### config.mk
export PLATFORM = sky130hd
export DESIGN_NAME = ball_motion_integrator_flat
export DESIGN_NICKNAME = d
export VERILOG_FILES = /design/src/rtl/ball_motion_integrator_if.sv /design/src/rtl/ball_motion_integrator.sv /design/src/flat_wrapper.sv
export SDC_FILE = /design/constraint.sdc
export NUM_CORES = 1
export LEC_CHECK = 0
export BUFFER_PORTS_ARGS = -buffer_cell sky130_fd_sc_hd__buf_4
export CAP_MARGIN = 20
export CORE_MARGIN = 10
export CORE_UTILIZATION = 50
export DETAILED_ROUTE_END_ITERATION = 10
export PLACE_DENSITY = 0.71
export SLEW_MARGIN = 40
export SYNTH_ARGS = -nofsm -noshare
export SYNTH_HDL_FRONTEND = slang
export SYNTH_SLANG_ARGS = --single-unit
### constraint.sdc
create_clock -name clk -period 4.3 [get_ports clk]
set_input_delay 0.645 -clock clk [delete_from_list [all_inputs] [get_ports clk]]
set_output_delay 0.645 -clock clk [all_outputs]
set_load 0.005 [all_outputs]
### src/rtl/ball_motion_integrator_if.sv
// ball_motion_integrator_if
//   Bundles the frame/velocity signals between the velocity mux, the
//   per-ball motion integrator and the drawing / hit logic.
//   master : velocity source side (drives strobes and velocity, reads state)
//   slave  : ball_motion_integrator side
//   startOfFrame         one-cycle pulse per video frame
//   velocityWriteEnable  velocity load strobe
//   inVelocityX/Y        signed velocity to load (1/2^FP_BITS px per frame)
//   outVelocityX/Y       current registered velocity
//   topLeftX/Y           integer pixel position (floor of accumulator)
//   moving               ball is rolling
//   stopPulse            one-cycle pulse when the ball comes to rest
interface ball_motion_integrator_if;
   logic               startOfFrame;
   logic               velocityWriteEnable;
   logic signed [10:0] inVelocityX;
   logic signed [10:0] inVelocityY;
   logic signed [10:0] outVelocityX;
   logic signed [10:0] outVelocityY;
   logic signed [10:0] topLeftX;
   logic signed [10:0] topLeftY;
   logic               moving;
   logic               stopPulse;

   modport master (
      output startOfFrame, velocityWriteEnable, inVelocityX, inVelocityY,
      input  outVelocityX, outVelocityY, topLeftX, topLeftY, moving, stopPulse
   );

   modport slave (
      input  startOfFrame, velocityWriteEnable, inVelocityX, inVelocityY,
      output outVelocityX, outVelocityY, topLeftX, topLeftY, moving, stopPulse
   );
endinterface

### src/rtl/ball_motion_integrator.sv
// ball_motion_integrator
//   Per-ball motion state. Latches (saturated) velocity on a load strobe,
//   integrates velocity into a fixed-point position once per frame, and
//   applies rolling friction every FRICTION_PERIOD frames.
//   clk    : system clock
//   resetN : asynchronous active-low reset
//   bus    : ball_motion_integrator_if.slave (strobes, velocity in/out,
//            topLeft position, moving, stopPulse)
module ball_motion_integrator #(
   parameter int FP_BITS         = 6,
   parameter int FRICTION_PERIOD = 4,
   parameter int FRICTION_STEP   = 1,
   parameter int MAX_SPEED       = 511,
   parameter int INIT_X          = 200,
   parameter int INIT_Y          = 200
) (
   input  logic                        clk,
   input  logic                        resetN,
   ball_motion_integrator_if.slave     bus
);

   localparam int ACC_W = 11 + FP_BITS;
   localparam int CW    = (FRICTION_PERIOD > 1) ? $clog2(FRICTION_PERIOD) : 1;

   localparam logic signed [10:0]      VMAX    = 11'(MAX_SPEED);
   localparam logic signed [10:0]      VSTEP   = 11'(FRICTION_STEP);
   localparam logic [CW-1:0]           CNT_TOP = CW'(FRICTION_PERIOD - 1);
   localparam logic signed [ACC_W-1:0] INIT_PX = ACC_W'(INIT_X * (2 ** FP_BITS));
   localparam logic signed [ACC_W-1:0] INIT_PY = ACC_W'(INIT_Y * (2 ** FP_BITS));

   typedef enum logic {STOPPED, ROLLING} state_t;

   state_t                 state_q, state_d;
   logic signed [10:0]     vx_q, vy_q, vx_d, vy_d;
   logic signed [ACC_W-1:0] px_q, py_q, px_d, py_d;
   logic [CW-1:0]          cnt_q, cnt_d;
   logic                   moving_q, moving_d;
   logic                   stop_q, stop_d;

   // Clamp to +/-MAX_SPEED; -1024 lands on -MAX_SPEED, keeping speed symmetric.
   function automatic logic signed [10:0] sat(input logic signed [10:0] v);
      if (v > VMAX)
         return VMAX;
      else if (v < -VMAX)
         return -VMAX;
      else
         return v;
   endfunction

   // Move toward zero by FRICTION_STEP without crossing it.
   function automatic logic signed [10:0] decay(input logic signed [10:0] v);
      if (v > VSTEP)
         return v - VSTEP;
      else if (v < -VSTEP)
         return v + VSTEP;
      else
         return '0;
   endfunction

   // Datapath next values. Integration always uses the velocity held before
   // this edge, so a simultaneous load only affects the following frame.
   always_comb begin
      vx_d  = vx_q;
      vy_d  = vy_q;
      px_d  = px_q;
      py_d  = py_q;
      cnt_d = cnt_q;

      if (bus.startOfFrame) begin
         px_d = px_q + ACC_W'(vx_q);
         py_d = py_q + ACC_W'(vy_q);
      end

      if (bus.velocityWriteEnable) begin
         vx_d  = sat(bus.inVelocityX);
         vy_d  = sat(bus.inVelocityY);
         cnt_d = '0;
      end else if (bus.startOfFrame) begin
         if (cnt_q == CNT_TOP) begin
            cnt_d = '0;
            vx_d  = decay(vx_q);
            vy_d  = decay(vy_q);
         end else begin
            cnt_d = cnt_q + CW'(1);
         end
      end
   end

   // State register
   always_ff @(posedge clk or negedge resetN) begin
      if (!resetN)
         state_q <= STOPPED;
      else
         state_q <= state_d;
   end

   // Next-state logic: motion is defined by the velocity being loaded next.
   always_comb begin
      state_d = state_q;
      case (state_q)
         STOPPED: if (vx_d != '0 || vy_d != '0) state_d = ROLLING;
         ROLLING: if (vx_d == '0 && vy_d == '0) state_d = STOPPED;
         default: state_d = STOPPED;
      endcase
   end

   // Output logic (registered below so moving/stopPulse align with state_q)
   always_comb begin
      moving_d = (state_d == ROLLING);
      stop_d   = (state_q == ROLLING) && (state_d == STOPPED);
   end

   always_ff @(posedge clk or negedge resetN) begin
      if (!resetN) begin
         vx_q     <= '0;
         vy_q     <= '0;
         px_q     <= INIT_PX;
         py_q     <= INIT_PY;
         cnt_q    <= '0;
         moving_q <= 1'b0;
         stop_q   <= 1'b0;
      end else begin
         vx_q     <= vx_d;
         vy_q     <= vy_d;
         px_q     <= px_d;
         py_q     <= py_d;
         cnt_q    <= cnt_d;
         moving_q <= moving_d;
         stop_q   <= stop_d;
      end
   end

   assign bus.outVelocityX = vx_q;
   assign bus.outVelocityY = vy_q;
   // Arithmetic shift right by FP_BITS: the upper 11 bits floor toward -inf.
   assign bus.topLeftX     = px_q[FP_BITS +: 11];
   assign bus.topLeftY     = py_q[FP_BITS +: 11];
   assign bus.moving       = moving_q;
   assign bus.stopPulse    = stop_q;

endmodule

### src/flat_wrapper.sv
// flat-port wrapper written by rule: the top's interface ports become plain ports
module ball_motion_integrator_flat 
#(
   parameter int FP_BITS         = 6,
   parameter int FRICTION_PERIOD = 4,
   parameter int FRICTION_STEP   = 1,
   parameter int MAX_SPEED       = 511,
   parameter int INIT_X          = 200,
   parameter int INIT_Y          = 200
)
  (clk, resetN, bus_startOfFrame, bus_velocityWriteEnable, bus_inVelocityX, bus_inVelocityY, bus_outVelocityX, bus_outVelocityY, bus_topLeftX, bus_topLeftY, bus_moving, bus_stopPulse);
  ball_motion_integrator_if bus_i ();
  input  logic clk;
  input  logic resetN;
  input wire logic [$bits(bus_i.startOfFrame)-1:0] bus_startOfFrame;
  input wire logic [$bits(bus_i.velocityWriteEnable)-1:0] bus_velocityWriteEnable;
  input wire logic [$bits(bus_i.inVelocityX)-1:0] bus_inVelocityX;
  input wire logic [$bits(bus_i.inVelocityY)-1:0] bus_inVelocityY;
  output wire logic [$bits(bus_i.outVelocityX)-1:0] bus_outVelocityX;
  output wire logic [$bits(bus_i.outVelocityY)-1:0] bus_outVelocityY;
  output wire logic [$bits(bus_i.topLeftX)-1:0] bus_topLeftX;
  output wire logic [$bits(bus_i.topLeftY)-1:0] bus_topLeftY;
  output wire logic [$bits(bus_i.moving)-1:0] bus_moving;
  output wire logic [$bits(bus_i.stopPulse)-1:0] bus_stopPulse;
  assign bus_i.startOfFrame = bus_startOfFrame;
  assign bus_i.velocityWriteEnable = bus_velocityWriteEnable;
  assign bus_i.inVelocityX = bus_inVelocityX;
  assign bus_i.inVelocityY = bus_inVelocityY;
  assign bus_outVelocityX = bus_i.outVelocityX;
  assign bus_outVelocityY = bus_i.outVelocityY;
  assign bus_topLeftX = bus_i.topLeftX;
  assign bus_topLeftY = bus_i.topLeftY;
  assign bus_moving = bus_i.moving;
  assign bus_stopPulse = bus_i.stopPulse;
  ball_motion_integrator #(.FP_BITS(FP_BITS), .FRICTION_PERIOD(FRICTION_PERIOD), .FRICTION_STEP(FRICTION_STEP), .MAX_SPEED(MAX_SPEED), .INIT_X(INIT_X), .INIT_Y(INIT_Y)) u_core (.clk(clk), .resetN(resetN), .bus(bus_i));
endmodule
Word level (Yosys, flattened, before mapping)
Index checks and enable logic that the tools add are counted.

word-level totals
  register bits after elaboration = 60
  bits in latches = 0
  memory bits (writable) = 0
  ROM bits = 0
  input port bits = 26
  output and inout port bits = 46
  word-level logic and storage cells = 53
  memories = 0

cells by class
  add/sub/neg operators = 7
  multiply operators = 0
  divide/modulo/power cells = 0
  magnitude comparators = 8
  eq/ne operators = 1
  shift-type cells = 0
  multiplexer cells = 20
  bitwise gates (word level) = 2
  reduce and logical (&&, ||, !) cells = 8

operators with widths
  operator                 count
  $mux W11                 14
  $add A17 B11 Y17         2
  $add A11 B2 Y11 const B  2
  $gt A11 B10 Y1 const B   2
  $gt A11 B2 Y1 const B    2
  $logic_not A11 Y1        2
  $lt A11 B1 Y1 const B    2
  $lt A11 B10 Y1 const B   2
  $reduce_bool A11 Y1      2
  $sub A11 B2 Y11 const B  2
  $mux W2                  3
  $add A2 B1 Y2 const B    1
  $eq A2 B2 Y1 const B     1
  $logic_and A1 B1 Y1      2
  $mux W1                  2
  $not A1 Y1               2
  $pmux W1 S2              1
  $reduce_bool A2 Y1       1
  $logic_or A1 B1 Y1       1

Longest topological paths before layout
  depth after elaboration = 12
  depth in mapped cells = 14

Worst setup path after synthesis
No wires, ideal clock.

  kind = reg2reg
  start point = register u_core.vx_q[10] (netlist: u_core.bus.outVelocityX[10])
  end point = register u_core.stop_q (netlist: u_core.bus.stopPulse)
  setup time = 68 ps
  arrival time = 2962 ps
  required time = 4232 ps
  setup slack = 1270 ps
  stages on the path, launching flop included = 13
  buffers on the path = 2
  clock period less this slack = 3030 ps
  cell sequence = dfrtp_1 -> clkbuf_1 -> inv_1 -> nor3_1 -> xnor2_1 -> nand2_1 -> ha_1 -> clkbuf_1 -> a211o_1 -> a31oi_1 -> or4_4 -> nor4_4 -> and4_1

on the way
  cells in the longest elaborated chain, start to end = 12
  elaborated cells on any way between the ends = 18

ends and longest elaborated chain
  item                                                       line                                                          source
  start: declaration                                         ball_motion_integrator.sv:34                                  logic signed [10:0] vx_q, vy_q, vx_d, vy_d;
  start signal: assignment                                   ball_motion_integrator.sv:123                                 vx_q <= vx_d;
  $lt A11 B1 Y1                                              ball_motion_integrator.sv:54                                  else if (v < -VSTEP)
  $mux W11                                                   ball_motion_integrator.sv:54
  $mux W11 (*)                                               ball_motion_integrator.sv:52                                  if (v > VSTEP)
  $mux W11 (*)                                               ball_motion_integrator.sv:79                                  if (cnt_q == CNT_TOP) begin
  $mux W11 (*)                                               ball_motion_integrator.sv:78                                  end else if (bus.startOfFrame) begin
  $mux W11 (*)                                               ball_motion_integrator.sv:74                                  if (bus.velocityWriteEnable) begin
  via u_core.vx_d[8]                                         ball_motion_integrator.sv:34
  $logic_not A11 Y1 or $reduce_bool A11 Y1 (tied branches)   ball_motion_integrator.sv:102, ball_motion_integrator.sv:101
  $logic_and A1 B1 Y1 or $logic_or A1 B1 Y1 (tied branches)  ball_motion_integrator.sv:102, ball_motion_integrator.sv:101
  $mux W1 (on tied branches)                                 ball_motion_integrator.sv:102, ball_motion_integrator.sv:101
  $pmux W1 S2 (*)                                            ball_motion_integrator.sv:100                                 case (state_q)
  $not A1 Y1 (*)                                             ball_motion_integrator.sv:110                                 stop_d = (state_q == ROLLING) && (state_d == STOPPED);
  $logic_and A1 B1 Y1 (*)                                    ball_motion_integrator.sv:110
  via u_core.stop_d                                          ball_motion_integrator.sv:38                                  logic stop_q, stop_d;
  end signal: assignment                                     ball_motion_integrator.sv:129                                 stop_q <= stop_d;
  end: declaration                                           ball_motion_integrator.sv:38

The timed path passes the listed nets; every way through them passes the cells marked *.
A chain may end at the register's enable or synchronous reset.

Worst setup path in the final report
  start point = register u_core.vy_q[1] (netlist: u_core.bus.outVelocityY[1])
  end point = register u_core.stop_q (netlist: u_core.bus.stopPulse)

on the way
  cells in the longest elaborated chain, start to end = 12
  elaborated cells on any way between the ends = 18

ends and longest elaborated chain
  item                                                       line                                                          source
  start: declaration                                         ball_motion_integrator.sv:34
  start signal: assignment                                   ball_motion_integrator.sv:124                                 vy_q <= vy_d;
  $add A11 B2 Y11 or $lt A11 B1 Y1 (tied branches)           ball_motion_integrator.sv:55, ball_motion_integrator.sv:54
  $mux W11                                                   ball_motion_integrator.sv:54
  $mux W11                                                   ball_motion_integrator.sv:52
  $mux W11                                                   ball_motion_integrator.sv:79
  $mux W11 (*)                                               ball_motion_integrator.sv:78
  $mux W11 (*)                                               ball_motion_integrator.sv:74
  via u_core.vy_d[1]                                         ball_motion_integrator.sv:34
  $logic_not A11 Y1 or $reduce_bool A11 Y1 (tied branches)   ball_motion_integrator.sv:102, ball_motion_integrator.sv:101
  $logic_and A1 B1 Y1 or $logic_or A1 B1 Y1 (tied branches)  ball_motion_integrator.sv:102, ball_motion_integrator.sv:101
  $mux W1 (on tied branches)                                 ball_motion_integrator.sv:102, ball_motion_integrator.sv:101
  $pmux W1 S2 (*)                                            ball_motion_integrator.sv:100
  $not A1 Y1 (*)                                             ball_motion_integrator.sv:110
  $logic_and A1 B1 Y1 (*)                                    ball_motion_integrator.sv:110
  via u_core.stop_d                                          ball_motion_integrator.sv:38

Marks and branches as above.

==> results.yml <==
drt:
  drt_first_iter_violations: 509
  drc: 0
  via_per_inst: 6.30
  antenna_left: 0
  dr.pass1.iters: 5
  routedWlPerCell_um: 19.1
  num_vias: 5177
  routed_wl_um: 15700
setup_path:
  crit_buf_inv: 1
  slowest_delay_ps: 650
  cp_slowest_cell: "dfrtp_1"
  startpoint_type: "register"
  cp_max_fo: 15
  worst-setup-path-type: "register to register"
  path_cells: "ha_1, and3_1, nand3_1, xnor2_1, ha_1, inv_1, nand3_1, a31oi_1, or4_4, nor4_4, and4_1"
  cp_top_family: "simple AND/OR/NAND/NOR gates"
  end_kind: "register"
  worstPathRequired_ps: 4590
  arrival_ps: 3660
logic_synthesis:
  synth_area_sq_um: 5540
  ys.flop_type: "dfrtp_1"
  synth-seq-area-share_pct: 27.2
  syn_avg_cell_area_sq_um: 8.60
  yosysWarnings: 0
  synth-edff-count: 0
  ys_ff_latch: 60
  syn_inst: 644
  synth_cell_types: 79
  synth_fp_nets: 715
  async_flop_share_pct: 100
finish:
  area_delta_synth_final_pct: 11.7
  final_cell_area_sq_um: 6190
  drive_above_1_share_pct: 20.2
  final_nets: 748
  diodes: 0
floorplan:
  placementRows: 38
  core_sq_um: 10800
  initial_core_util_pct: 51.1
  design.die.area_sq_um: 15700
  io_pins: 72
  die_w_um: 125
  die_h_um: 125
hold_path:
  worstHoldPathType: "input pin to async pin"
sta:
  rsz0062_at_grt: "no"
  setup_ws_ps: 929
  max_clock_freq_ghz: 0.297
  finalMaxSlewViolations: 0
  tns_ps: 0
  finClkSkew_ps: 11.0
  setup_viol: 0
  min_period_ps: 3370
  slew_headroom_pct: 56.0
  fin_hold_ws_ps: 277
  tightest_slew_ps: 654
  period_share_pct: 78.4
  hold_violations: 0
power_and_ir_drop:
  p_total_mw: 3.49
  p_leak_nw: 2.65
  ir_drop_mv: 0.256
  p_per_area_nw_per_um2: 564
placed_design:
  place_area_sq_um: 5990
  pre_cts_ws_ps: 1000
  gp_congestion: 0.932
  hpwlAfterDp_um: 11600
  numPortBuffers: 71
clock_network:
  htree_levels: 3
  clock-sinks: 60
  clock_latency_ps: 350
  cts_buffer_depth: 2
  clk_pin_slew_worst_paths_ps: 70
  numCtsBuffers: 9
  cts_setup_buffers: 0
  clockRootBuffer: "clkbuf_8"
  ctsResizeCount: 0
  cts_hold_buf: 0
  cts_tree: "done"
flow_run:
  max_cap_viol_count: 0
grt:
  antenna_found_initial: 0
  grt_pass1_vias: 5028
  global_route.usage.met2_pct: 30.4
  met3_usage_pct: 3.68
  grt.overflow.total: 0
  grt_pass1_wl_um: 25600
  busiest_layer: "met2"
  grt_util_met1_pct: 26.0
  grt_max_degree: 61
  grt_usage_pct: 19.4
run_status:
  status: "complete, no violations"
[worst paths after layout]
kind / slack (ps) / to / from / cells after the start
min in group clk: 490 / u_core.py_q[4]$_DFFE_PN0P_ / u_core.py_q[4]$_DFFE_PN0P_ / 2
max: 930 / u_core.bus.stopPulse$_DFF_PN0_ / u_core.bus.outVelocityY[1]$_DFF_PN0_ / 11
min: 280 / u_core.py_q[10]$_DFFE_PN0P_ / resetN / 1
max reg2reg: 930 / u_core.bus.stopPulse$_DFF_PN0_ / u_core.bus.outVelocityY[1]$_DFF_PN0_ / 11
min reg2reg: 490 / u_core.py_q[4]$_DFFE_PN0P_ / u_core.py_q[4]$_DFFE_PN0P_ / 2
max in group asynchronous: 3640 / u_core.px_q[13]$_DFFE_PN1P_ / resetN / 1
[cell families after synthesis]
logic type	synth area share, %
and+or+nand+nor	22.2
AOI/OAI and AO/OA	21.7
buffers and inverters	8.02
DFF	27.2
adders and majority gates	10.4
xor gates and xnor gates	4.90
muxes	5.47
[layout make-up]
type / count / area, sq um
Clock buffer: 15 / 186
Clock inverter: 1 / 5.00
Inverter: 30 / 113
Sequential cell: 60 / 1510
Multi-Input combinational cell: 496 / 3590
Tap cell: 140 / 175
Timing Repair Buffer: 80 / 604
Fill cell: 983 / 4650
[report_power, final]
group	leakage (nW)	switching, mW	internal (mW)
Combinational	1.86	0.996	0.991
Sequential	0.695	0.210	0.788
Clock	0.0997	0.233	0.272
Total	2.65	1.44	2.05
[registers in the layout (all words and copies together) (netlist names)]
name                     cells
u_core.state_q               1
u_core.px_q                 17
u_core.bus.outVelocityX     11
u_core.bus.stopPulse         1
u_core.bus.outVelocityY     11
u_core.py_q                 17
u_core.cnt_q                 2
[per-stage QoR]
| step | std cells | utilization, % |
|---|---|---|
| 6_report | 822 | 57.1 |
| 5_1_grt | 822 | 57.1 |
| 4_1_cts | 822 | 57.0 |
| 3_5_place_dp | 806 | 55.3 |
| 3_3_place_gp | 806 | 55.2 |
| 2_1_floorplan | 644 | - |
[cell usage after synthesis, drive strengths merged, types with 4 or more instances]
master | n | area share (%)
a211o | 6 | 0.95
or2 | 4 | 0.45
a31oi | 11 | 1.2
ha | 43 | 9.7
clkbuf | 18 | 1.2
and4 | 6 | 0.95
or3 | 9 | 1.0
o31a | 4 | 0.63
nand3 | 26 | 2.3
xor2 | 10 | 1.6
nor3 | 25 | 2.6
a211oi | 7 | 1.0
and3 | 6 | 0.68
o31ai | 9 | 1.2
nand2 | 38 | 2.6
xnor2 | 21 | 3.3
a41oi | 4 | 0.63
o21ai | 26 | 2.4
a21o | 11 | 1.5
nand3b | 5 | 0.68
a311oi | 6 | 0.95
inv | 30 | 2.0
dfstp | 6 | 2.8
nand2b | 8 | 0.90
o211ai | 6 | 0.81
buf | 40 | 4.8
o21a | 5 | 0.68
a21oi | 32 | 2.9
mux2i | 10 | 1.8
nor2 | 46 | 3.1
or4 | 7 | 1.0
mux2 | 18 | 3.7
o22ai | 5 | 0.56
nor4 | 11 | 1.9
nor2b | 10 | 1.1
nand4 | 10 | 1.1
dfrtp | 54 | 24
[worst register-to-register path: stages (launching register included)]
cell and delay (ps):
dfrtp_1 650, ha_1 330, and3_1 230, nand3_1 110
xnor2_1 170, ha_1 460, inv_1 180, nand3_1 120
a31oi_1 130, or4_4 470, nor4_4 240, and4_1 220
[layout by cell type, fill, tap and decap left out, types with 8 or more instances in the layout]
cell type	netlist	layout
nor2b_1	10	10
mux2i_1	10	10
nor2_1	46	46
nand2_1	38	38
nand3_1	26	26
ha_1	43	43
a31oi_1	11	11
nand4_1	10	10
o31ai_1	9	9
a21o_1	11	11
nor3_1	23	23
a21oi_1	32	32
dfrtp_1	54	54
xnor2_1	21	21
or3_1	9	9
inv_1	29	28
buf_4	24	79
o21ai_0	24	24
clkbuf_8	0	13
xor2_1	10	10
mux2_2	18	18
nand2b_1	8	8
nor4_1	8	8
[metal layers]
layer  vias to the layer above  wire length (um)
li1                       2457                 -
met1                      2475              7230
met2                       225              7130
met3                        20              1090
met4                         0               224
met5                         -                 0
Power figures use the tool's default switching activity.
